[config.mk]
export PLATFORM = sky130hd
export DESIGN_NAME = conv_seq_ctrl
export DESIGN_NICKNAME = d
export VERILOG_FILES = /design/src/rtl/conv_seq_ctrl.sv
export SDC_FILE = /design/constraint.sdc
export NUM_CORES = 1
export LEC_CHECK = 0
export CORE_MARGIN = 1.5
export CORE_UTILIZATION = 35
export CTS_BUF_LIST = sky130_fd_sc_hd__clkbuf_8
export DETAILED_ROUTE_END_ITERATION = 16
export PLACE_DENSITY_LB_ADDON = 0.1
export SYNTH_ARGS = -nofsm -noshare
export SYNTH_HDL_FRONTEND = slang
export SYNTH_SLANG_ARGS = --single-unit
[constraint.sdc]
create_clock -name clk -period 2.86 [get_ports clk]
set_clock_uncertainty 0.2 [all_clocks]
set_input_delay 0.429 -clock clk [delete_from_list [all_inputs] [get_ports clk]]
set_output_delay 0.429 -clock clk [all_outputs]
set_load 0.05 [all_outputs]
[src/rtl/conv_seq_ctrl.sv]
// conv_seq_ctrl -- address/control sequencer for a direct 2-D convolution.
//
// For every output window the sequencer walks all CH*K*K kernel taps
// (kx fastest, then ky, then channel). Each tap issues one image-RAM and
// kernel-RAM read. The MAC strobes follow one cycle later to match the
// RAM read latency. After the last tap it spends one DRAIN cycle so that
// the final mac_en can land. It then presents the result in OUT until
// downstream accepts it.
//
// Optional feature: define CONV_SEQ_CTRL_PAD_EN for same-padding. In that
// mode the output map is IMG_W x IMG_H. Taps that fall outside the image
// are still issued, but with img_rd=0 and img_addr=0, and tap_pad marks
// them for the MAC. Without the macro the block does valid convolution
// and contains no padding logic.
//
// Ports:
//   clk        rising-edge clock
//   reset      synchronous active-high reset (abandons any run)
//   en         start pulse, only looked at in IDLE
//   out_ready  downstream accepts the presented result
//   img_rd     image RAM read strobe
//   img_addr   image RAM address
//   ker_addr   kernel RAM address (qualified by the RUN tap cycle)
//   mac_en     MAC consumes RAM data this cycle
//   mac_clr    MAC loads instead of accumulating (first tap of a window)
//   tap_pad    MAC substitutes zero for image data this cycle
//   out_valid  result available; out_addr is the output map index
//   busy       run in progress (any state but IDLE)
//   done       one-cycle pulse after the last result is accepted
module conv_seq_ctrl #(
    parameter int IMG_W  = 4,
    parameter int IMG_H  = 4,
    parameter int K      = 3,
    parameter int CH     = 1,
    parameter int ADDR_W = 16
) (
    input  logic              clk,
    input  logic              reset,
    input  logic              en,
    input  logic              out_ready,
    output logic              img_rd,
    output logic [ADDR_W-1:0] img_addr,
    output logic [ADDR_W-1:0] ker_addr,
    output logic              mac_en,
    output logic              mac_clr,
    output logic              tap_pad,
    output logic              out_valid,
    output logic [ADDR_W-1:0] out_addr,
    output logic              busy,
    output logic              done
);

`ifdef CONV_SEQ_CTRL_PAD_EN
    localparam int OW  = IMG_W;
    localparam int OH  = IMG_H;
    localparam int PAD = (K - 1) / 2;
`else
    localparam int OW  = IMG_W - K + 1;
    localparam int OH  = IMG_H - K + 1;
`endif

    localparam int KW = $clog2(K + 1);
    localparam int CW = $clog2(CH + 1);
    localparam int XW = $clog2(OW + 1);
    localparam int YW = $clog2(OH + 1);

    localparam logic [KW-1:0] K_LAST  = KW'(K - 1);
    localparam logic [CW-1:0] C_LAST  = CW'(CH - 1);
    localparam logic [XW-1:0] OX_LAST = XW'(OW - 1);
    localparam logic [YW-1:0] OY_LAST = YW'(OH - 1);

    typedef enum logic [2:0] {
        S_IDLE,
        S_RUN,
        S_DRAIN,
        S_OUT,
        S_DONE
    } state_t;

    state_t state, state_nx;

    logic [KW-1:0] kx, ky;
    logic [CW-1:0] c;
    logic [XW-1:0] ox;
    logic [YW-1:0] oy;

    logic tap_vld_p0;
    logic tap_first_p0;
    logic tap_pad_p0;
    logic tap_vld_p1;
    logic tap_first_p1;
    logic tap_pad_p1;

    logic last_tap;
    logic last_win;
    logic in_img;
    logic [ADDR_W-1:0] tap_img_addr;
    logic [ADDR_W-1:0] tap_ker_addr;
    logic [ADDR_W-1:0] win_addr;

    // Row-major linear image address of channel/row/column.
    function automatic logic [ADDR_W-1:0] lin_addr(input logic [31:0] ch_i,
                                                   input logic [31:0] row,
                                                   input logic [31:0] col);
        logic [31:0] a;
        a = (ch_i * IMG_H + row) * IMG_W + col;
        return ADDR_W'(a);
    endfunction

    assign last_tap = (kx == K_LAST) && (ky == K_LAST) && (c == C_LAST);
    assign last_win = (ox == OX_LAST) && (oy == OY_LAST);

    assign tap_ker_addr = ADDR_W'((32'(c) * K + 32'(ky)) * K + 32'(kx));
    assign win_addr     = ADDR_W'(32'(oy) * OW + 32'(ox));

`ifdef CONV_SEQ_CTRL_PAD_EN
    // Window origin sits PAD pixels up/left of the output pixel, so the
    // image coordinate can go negative; work in signed 32-bit.
    logic signed [31:0] ix_s, iy_s;
    assign ix_s   = $signed(32'(ox)) + $signed(32'(kx)) - PAD;
    assign iy_s   = $signed(32'(oy)) + $signed(32'(ky)) - PAD;
    assign in_img = (ix_s >= 0) && (ix_s < IMG_W) && (iy_s >= 0) && (iy_s < IMG_H);
    assign tap_img_addr = in_img ? lin_addr(32'(c), $unsigned(iy_s), $unsigned(ix_s))
                                 : '0;
`else
    assign in_img       = 1'b1;
    assign tap_img_addr = lin_addr(32'(c), 32'(oy) + 32'(ky), 32'(ox) + 32'(kx));
`endif

    assign tap_vld_p0   = (state == S_RUN);
    assign tap_first_p0 = tap_vld_p0 && (kx == '0) && (ky == '0) && (c == '0);
    assign tap_pad_p0   = tap_vld_p0 && !in_img;

    // State register
    always_ff @(posedge clk) begin
        if (reset) begin
            state <= S_IDLE;
        end else begin
            state <= state_nx;
        end
    end

    // Next state and outputs
    always_comb begin
        state_nx  = state;
        busy      = 1'b0;
        done      = 1'b0;
        img_rd    = 1'b0;
        img_addr  = '0;
        ker_addr  = '0;
        out_valid = 1'b0;
        out_addr  = '0;
        mac_en    = tap_vld_p1;
        mac_clr   = tap_first_p1;
        tap_pad   = tap_pad_p1;
        case (state)
            S_IDLE: begin
                if (en) state_nx = S_RUN;
            end
            S_RUN: begin
                busy     = 1'b1;
                img_rd   = in_img;
                img_addr = tap_img_addr;
                ker_addr = tap_ker_addr;
                if (last_tap) state_nx = S_DRAIN;
            end
            S_DRAIN: begin
                busy     = 1'b1;
                state_nx = S_OUT;
            end
            S_OUT: begin
                busy      = 1'b1;
                out_valid = 1'b1;
                out_addr  = win_addr;
                if (out_ready) state_nx = last_win ? S_DONE : S_RUN;
            end
            S_DONE: begin
                busy     = 1'b1;
                done     = 1'b1;
                state_nx = S_IDLE;
            end
            default: state_nx = S_IDLE;
        endcase
    end

    // Tap and window counters; the tap counters wrap to zero on the last
    // tap, so each window starts clean without an explicit clear.
    always_ff @(posedge clk) begin
        if (reset) begin
            kx <= '0;
            ky <= '0;
            c  <= '0;
            ox <= '0;
            oy <= '0;
        end else if (state == S_RUN) begin
            if (kx == K_LAST) begin
                kx <= '0;
                if (ky == K_LAST) begin
                    ky <= '0;
                    c  <= (c == C_LAST) ? '0 : c + CW'(1);
                end else begin
                    ky <= ky + KW'(1);
                end
            end else begin
                kx <= kx + KW'(1);
            end
        end else if (state == S_OUT && out_ready) begin
            if (ox == OX_LAST) begin
                ox <= '0;
                oy <= (oy == OY_LAST) ? '0 : oy + YW'(1);
            end else begin
                ox <= ox + XW'(1);
            end
        end
    end

    // ---- p0 -> p1: tap issue to MAC strobe (one-cycle RAM latency) ----
    always_ff @(posedge clk) begin
        if (reset) begin
            tap_vld_p1   <= 1'b0;
            tap_first_p1 <= 1'b0;
            tap_pad_p1   <= 1'b0;
        end else begin
            tap_vld_p1   <= tap_vld_p0;
            tap_first_p1 <= tap_first_p0;
            tap_pad_p1   <= tap_pad_p0;
        end
    end

endmodule

==> results of run 1 <==
==> final timing paths <==
path	endpoint	slack [ns]
max	ker_addr[2]	0.06
max reg2reg	ky[0]$_SDFFE_PP0P_	0.86
min	ky[1]$_SDFFE_PP0P_	0.29
min reg2reg	ky[1]$_SDFFE_PP0P_	0.29
==> critical path: stages, from the launching register on <==
cell     delay, ns
dfxtp_2       0.35
inv_2         0.05
fa_1          0.47
inv_1         0.07
ha_2          0.16
inv_2         0.04
fa_1          0.47
nor2_2        0.16
buf_12        0.15
==> synthesized netlist by cell type <==
| cell type | count |
|---|---|
| nand4b_1 | 1 |
| clkinv_4 | 1 |
| nand2_1 | 6 |
| nor4b_4 | 1 |
| xnor2_1 | 1 |
| buf_4 | 36 |
| o31ai_1 | 1 |
| and3_1 | 1 |
| fa_1 | 4 |
| nand2b_1 | 4 |
| clkbuf_1 | 2 |
| nor3_1 | 3 |
| a21oi_1 | 3 |
| nor4b_1 | 1 |
| nand3_1 | 2 |
| and2_1 | 8 |
| nor3b_1 | 1 |
| inv_1 | 9 |
| nor4bb_1 | 1 |
| xor2_1 | 3 |
| buf_6 | 2 |
| ha_1 | 11 |
| nor3_2 | 1 |
| nor4_1 | 1 |
| mux2i_1 | 3 |
| conb_1 | 1 |
| nor2_1 | 12 |
| dfxtp_1 | 13 |
| a311oi_1 | 1 |
| or4_1 | 1 |
| nand4_1 | 1 |
| or3b_1 | 1 |
| a211oi_1 | 1 |
| nand2_4 | 1 |
| a21o_1 | 2 |
| o211a_1 | 1 |
==> cell type report <==
type / count / area, sq um
fill: 343 / 1827
inverter: 10 / 47.55
clock buffer: 3 / 41.29
tap: 46 / 57.56
clock inverter: 1 / 3.754
timing repair buffer: 30 / 342.8
multi-input combinational: 113 / 773.2
sequential: 13 / 270.3
==> flip-flops by register name, indices dropped and copies added, names as in the netlist <==
register	cells
kx	2
mac_en	1
state	3
ox	2
ky	2
oy	2
mac_clr	1
==> power by group through the flow <==
stage,sequential [W],combinational (W),clock [W]
2_1_floorplan,0.000199,0.000180,0
3_3_place_gp,0.000194,0.000171,0
3_5_place_dp,0.000194,0.000170,0
4_1_cts,0.000191,0.000170,0.000166
5_1_grt,0.000190,0.000181,0.000174
6_report,0.000189,0.000173,0.000163
==> what timing repair did <==
action | 4_1_cts | 5_1_grt
resized for setup | 4 | 11
pin swaps | 1 | 4
cloned | 0 | 0
setup endpoints to repair | 2 | 3
setup buffers | 0 | 4
hold buffers | 0 | 0
==> layer usage <==
| metal | up-vias | track usage (%) | routed length, microns |
|---|---|---|---|
| met5 | - | 0 | 0 |
| met1 | 396 | 16.99 | 1034 |
| met3 | 5 | 1.622 | 129 |
| met4 | 0 | 7.500 | 57 |
| met2 | 34 | 18.15 | 1037 |
| li1 | 447 | - | - |
==> cell families (layout without fill, tap and decap cells) <==
group	count (synthesis)	count (layout)	share of synthesized area (%)
XOR/XNOR	4	4	2.835
flip-flops	13	13	21.05
AND/OR/NAND/NOR	47	47	22.88
adder cells (fa/ha/maj)	15	15	17.61
multiplexers	3	3	2.429
buffers and inverters	50	44	27.73
other	1	35	0.3034
AO/OA/AOI/OAI	9	9	5.162
==> stage by stage <==
stage | hold slack, ns | instance area, sq um | utilization (%) | setup TNS, ns | power [W]
5_1_grt | 0.3398 | 1536 | 45.68 | -0.02699 | 0.0005447
6_report | 0.2903 | 1536 | 45.68 | 0 | 0.0005255
4_1_cts | 0.2843 | 1484 | 44.12 | 0 | 0.0005271
3_3_place_gp | 0.2874 | 1436 | 42.71 | 0 | 0.0003649
3_5_place_dp | 0.2965 | 1436 | 42.71 | 0 | 0.0003641
2_1_floorplan | 0.2647 | 1366 | - | 0 | 0.0003795
==> reports/results.txt, run 1 <==
The run finished with clean final reports. The number of cells in the design after placement came out at 208. For the total routing usage reported by global routing, the log shows 12.29%. Clock-pin slew was measured on the worst setup and hold paths at 0.06 ns.

For the finished layout, the period the worst path requires is 2.796 ns. In this run the standard cell core region covers 0.003363 sq mm. The number of cells on the worst reg-to-reg path is 4.

The clock passes through at most 2 buffers. TritonCTS built the clock tree. The run gives 0 as the number of slew-limit violations in the final report. Tracing the worst setup path back leads to its startpoint at ky[1]$_SDFFE_PP0P_. The synthesized design contains 13 register bits. Of the cells placed in the final design, the portion with a size suffix greater than 1 is 21.76%. The arrival time at the worst endpoint is 2.17 ns, and the clock group share of total power is 31.0%. The logs give 0 for the total count of hold-check failures in the final report and 21 for the number of placement rows. Setup repair after global routing could not meet its margin everywhere. Final period utilization: 97.77%. The worst slack at placement is 0.1599 ns, and the height of the die is 62.43 microns.

Entering global routing, the biggest net connects 16 pins. The run gives 0.003898 sq mm as the total die area. For this run, the number of Yosys warnings is 0.

In this run the cell area of the synthesized design comes to 0.001236 sq mm. The logs give 357.6 MHz for the fmax and 36.0% for the sequential power share. In the final routed layout, each cell accounts on average for 10.45 microns. CTS root buffer: clkbuf_8. The normalized max-slew margin was 66.64%. Sequential elements use 21.05% of the synthesized area. In this run, the combinational gates consume 32.9% of the power. The HPWL reported at the end of detailed placement is 1702 microns.

Leaving out fill and tap cells, the most frequent cells in the layout are 35 x conb_1, 12 x clkdlybuf4s50_1, 11 x buf_4. The detailed router placed 882 vias in this run. For the total setup violations reported at the end of the flow, the log shows 0.

VDD sags by at most 0.1357 mV. The startpoint identified for the worst hold timing path is ky[1]$_SDFFE_PP0P_. Compared with the post-synthesis result, the final layout area differs by 24.29%. The port buffer count works out to 23. The endpoint class of the critical path is an output port.

The worst setup path is launched from a register. In this run the count of I/O pins placed on the die edge is 59. The width of the die was 62.43 microns. The minimum setup slack in the final design is 0.06378 ns, and the number of global-route vias before repair is 797.

Synthesis produced a netlist whose cell count is 142. The latest clock arrival within the worst-skew pair is 0.25 ns. Wires add up to 2258 microns. In this run the static leakage power is 0.6898 nW. The largest driver fanout on the critical path came out at 3. Cell type with the largest total area after synthesis: buf_4. The internal power of the cells totals 0.0003081 W. At the worst endpoint, the required time is 2.23 ns. The average instance area after synthesis was 8.706 sq um; the total net switching power was 0.0002173 W.

For the DRC violation count after routing, the log shows 0. The number of maximum-capacitance violations was 0; the power per cell area was 342.0 mW/mm^2. By area the synthesized netlist is led by buf_4 22%, dfxtp_1 21%, ha_1 11%. Counting every sink on the clock net gives 13. The area fraction of the dominant cell type after synthesis was 21.86%. The initial utilization of the core area, before any placement, comes to 36.76%.

Along the worst hold path, the cell count comes to 2. In this run the remaining antenna-violating nets after routing total 0. In this run switching power makes up 41.36% of total power. In this run, CTS created clock tree buffers numbering 3. The logs give 4 for the number of iterations in the first detailed-routing pass and 0 for the number of antenna violations at the first check in global routing. The H-tree depth is 1, and the post-detailed-route via-to-cell ratio is 4.083.

The first global-routing pass estimated 3843 microns of wire. The DRC marker count from the first detailed-route iteration was 34; the count of nets after finishing was 190. The final standard cell count with taps included and fillers excluded was 216.

The worst register-to-register path begins at state[0]$_SDFFE_PP0P_. The worst-margin pin slew came out at 0.4989 ns. The logs give 0 for the total congestion overflow and 0.6816 for the placer congestion estimate.

The worst hold path belongs to the class register to register. Counting distinct cell types in the post-synthesis netlist gives 36. The leading cell type in the layout, fill and taps excluded is conb_1. The setup path with the least slack is of type register to output port.

0 antenna diodes ended up in the layout.
No activity file was read; power rests on OpenSTA's default activity.
==> run 2, diff against run 1 <==
--- a/config.mk
+++ b/config.mk
@@ -5,10 +5,12 @@
 export SDC_FILE = /design/constraint.sdc
 export NUM_CORES = 1
 export LEC_CHECK = 0
+export CAP_MARGIN = 20
 export CORE_MARGIN = 1.5
 export CORE_UTILIZATION = 35
 export CTS_BUF_LIST = sky130_fd_sc_hd__clkbuf_8
 export DETAILED_ROUTE_END_ITERATION = 16
+export GPL_ROUTABILITY_DRIVEN = 0
 export PLACE_DENSITY_LB_ADDON = 0.1
 export SYNTH_ARGS = -nofsm -noshare
 export SYNTH_HDL_FRONTEND = slang
==> results of run 2 <==
Same layout as run 1: the final DEF is identical, and so are final timing and power.
==> run 3, diff against run 2 <==
--- a/config.mk
+++ b/config.mk
@@ -5,9 +5,10 @@
 export SDC_FILE = /design/constraint.sdc
 export NUM_CORES = 1
 export LEC_CHECK = 0
+export ABC_AREA = 0
 export CAP_MARGIN = 20
 export CORE_MARGIN = 1.5
-export CORE_UTILIZATION = 35
+export CORE_UTILIZATION = 42
 export CTS_BUF_LIST = sky130_fd_sc_hd__clkbuf_8
 export DETAILED_ROUTE_END_ITERATION = 16
 export GPL_ROUTABILITY_DRIVEN = 0
==> run 3 against run 2 <==
Net effect: worst hold slack lost 0.0015 ns; clock-buffer cell count did not move; combinational power about the same; cell count decreased by 7.9%; via count increased by 2.9%; sequential cell count unchanged; largest power group unchanged; die area shrank 16%; clock power decreased by 4%; non-clock buffer count fell by 2; sequential share of layout area grew 0.36 points; routed wire length fell by 6.1%.
==> reports/results.txt, run 3 (synthesized netlist as in run 1, its figures left out) <==
The H-tree depth was 1; the flip-flop count of the largest register after layout was 3. The arrival time at the worst endpoint is 2.17 ns. For the leakage dissipation, the log shows 0.6796 nW. TritonCTS built the clock tree.

Setup repair after global routing could not meet its margin everywhere. The final period utilization was 98.00%; the HPWL reported at the end of detailed placement was 1693 microns. 59 I/O pins were placed. Dividing the detail-routed wire length by the instance count gives 10.65 microns.

The floorplan step defined a die boundary enclosing 0.003278 sq mm. The CTS root buffer was clkbuf_8. Dividing total power by cell area gives a power density of 345.5 mW/mm^2. For the total congestion overflow, the log shows 0. Area inside the core boundary: 0.002781 sq mm. The critical path contains buffers and inverters numbering 4 combined. The number of slew-limit violations in the final report is 0. Leaving out fill and tap cells, the most frequent cell in the layout is conb_1. The number of global-route vias before repair is 811. Once detail routing completed, the nets flagged for antenna violations numbered 0.

The TritonCTS sink count is 13. The worst-case IR drop observed on VDD is 0.2520 mV. The clock period minus final worst setup slack came out at 2.803 ns. Type of the tightest min-delay check: register to register. For the total count of hold-check failures in the final report, the log shows 0. Measured against its own limit, the worst slew margin works out to 66.00%.

The number of cells on the worst reg-to-reg path was 3; the share of post-route cells with drive strength above 1 was 20.24%. The number of cells in the design after placement is 192. In this run the critical register-to-register path is captured at ky[0]$_SDFFE_PP0P_. The endpoint class of the critical path was an output port. After clock tree synthesis, the clock-pin slew on the worst setup and hold paths is 0.06 ns. The net count of the finished layout is 188.

The run finished with clean final reports. The count of hold-fix buffers inserted at cts was 0. The number of clock buffers added by TritonCTS is 3.

The worst path meets setup with 0.05724 ns of slack. After detailed routing, the number of remaining DRC violations is 0. At the worst endpoint, the required time is 2.23 ns. Max-cap violations in this run came to 0.

For this run, the detailed router's first-pass iteration total came to 4. The signal on the critical path passes through inv_2, fa_1, inv_1, ha_2, inv_2, fa_1, nor2_2, buf_12. The logs give 0 for the number of antenna violations at the first check in global routing and 199 for the final standard cell count with taps included and fillers excluded.

The startpoint of the tightest hold check path is ky[1]$_SDFFE_PP0P_. Measured along the y axis, the die boundary spans 57.25 microns. Largest driver fanout on the critical path: 3. The count of buffers added on input and output ports is 23. The largest net degree at the start of global routing is 16, and the initial cell density of the core is 44.44%. Timing analysis after detailed placement gives a worst setup slack of 0.1032 ns.

The top cell types in the final layout, fill and taps aside, are 35 x conb_1, 12 x clkdlybuf4s50_1, 10 x nor2_1, 10 x ha_1, 10 x dfxtp_1. The run gives 19 as the number of placement rows. The total routing usage reported by global routing was 14.48%; the first-pass GRT wire length was 3732 microns.

From synthesis to final layout, the design area changed by 21.26%. Static timing analysis puts the maximum clock frequency at 356.8 MHz. No sink is reached through more buffers than the 2 on the longest clock path. Measured on the finished design, the core utilization comes to 53.89%. Setup slack on the worst reg-to-reg path comes out at 1.02 ns. The floorplan step set the die width to 57.25 microns.

The worst setup path is of the register to output port kind. After detailed routing, the total wire length is 2120 microns. Counting instances, the worst hold path has a depth of 2. The routed layout has 908 vias. Final antenna diode count: 0.

The startpoint identified for the worst register-to-register timing path is state[0]$_SDFFE_PP0P_. The worst setup path is launched from a register. The kind of cell adding the most delay to the critical path was adder cells. For hold timing, the worst endpoint is ky[1]$_SDFFE_PP0P_. In this design, the stage delay of the slowest critical-path cell is 0.53 ns. The post-detailed-route via-to-cell ratio works out to 4.563. The worst-margin pin slew was 0.5084 ns; the DRC marker count from the first detailed-route iteration was 12. On the critical path, the stage with the largest delay is an instance of fa_1. The register bank with the most flops was state. The total setup violations reported at the end of the flow came out at 0. At the later pin of the worst-skew pair, clock insertion delay measures 0.24 ns.
==> run 3: cell types whose count changed in the layout (fill, tap and decap cells not counted), sizes merged <==
cell | before | now
buf | 18 | 16
==> run 3: worst max-delay path by stage <==
stage                       start           to  cells past startpoint
3_5_place_dp   kx[1]$_SDFFE_PP0P_  ker_addr[2]                      8
3_3_place_gp   kx[1]$_SDFFE_PP0P_  ker_addr[2]                      8
5_1_grt        ky[0]$_SDFFE_PP0P_  ker_addr[2]                      8
6_report       ky[1]$_SDFFE_PP0P_  ker_addr[2]                      8
4_1_cts        ky[0]$_SDFFE_PP0P_  ker_addr[2]                      8
2_1_floorplan  kx[1]$_SDFFE_PP0P_  ker_addr[3]                      7
==> run 3: repair_timing <==
item	4_1_cts	5_1_grt
buffers inserted	0	3
cloned	0	0
pin swaps	2	4
resized for setup	8	5
setup endpoints to repair	2	3
==> run 3: tightest hold or removal path, cell delays in order, from the launching register on <==
cell and delay (ns):
dfxtp_2 0.33, nand2b_1 0.06, mux2i_1 0.05
==> run 3: power by group <==
part           leakage (nW)  switching, W  internal, W
combinational         0.545      0.000144    0.0000274
clock                0.0269     0.0000630    0.0000945
sequential            0.108    0.00000439     0.000185
total                 0.680      0.000211     0.000307
==> run 3: metal layers <==
layer  GRT usage [%]  wire (microns)  vias up
li1                -               -      447
met1           18.84             926      425
met2           23.15            1038       34
met3           2.721             128        2
met4           6.977              27        0
met5               0               0        -
==> run 3: through the flow <==
step | hold WS [ns] | setup TNS, ns | total power (W) | cell area [sq um]
floorplan | 0.2647 | 0 | 0.0003795 | 1366
global placement | 0.2917 | 0 | 0.0003631 | 1410
detailed placement | 0.2930 | 0 | 0.0003627 | 1410
CTS | 0.3020 | 0 | 0.0005237 | 1465
finish | 0.2888 | 0 | 0.0005179 | 1499
global route | 0.3192 | -0.06259 | 0.0005444 | 1499
==> run 3: final cells by class <==
cell class,count,area [sq um]
flip-flops and latches,13,269.0
fillers,263,1282
inverters,10,45.04
repair buffers,28,327.8
multi-input cells,113,773.2
clock inverters,1,3.754
clock buffers,3,41.29
well taps,31,38.79
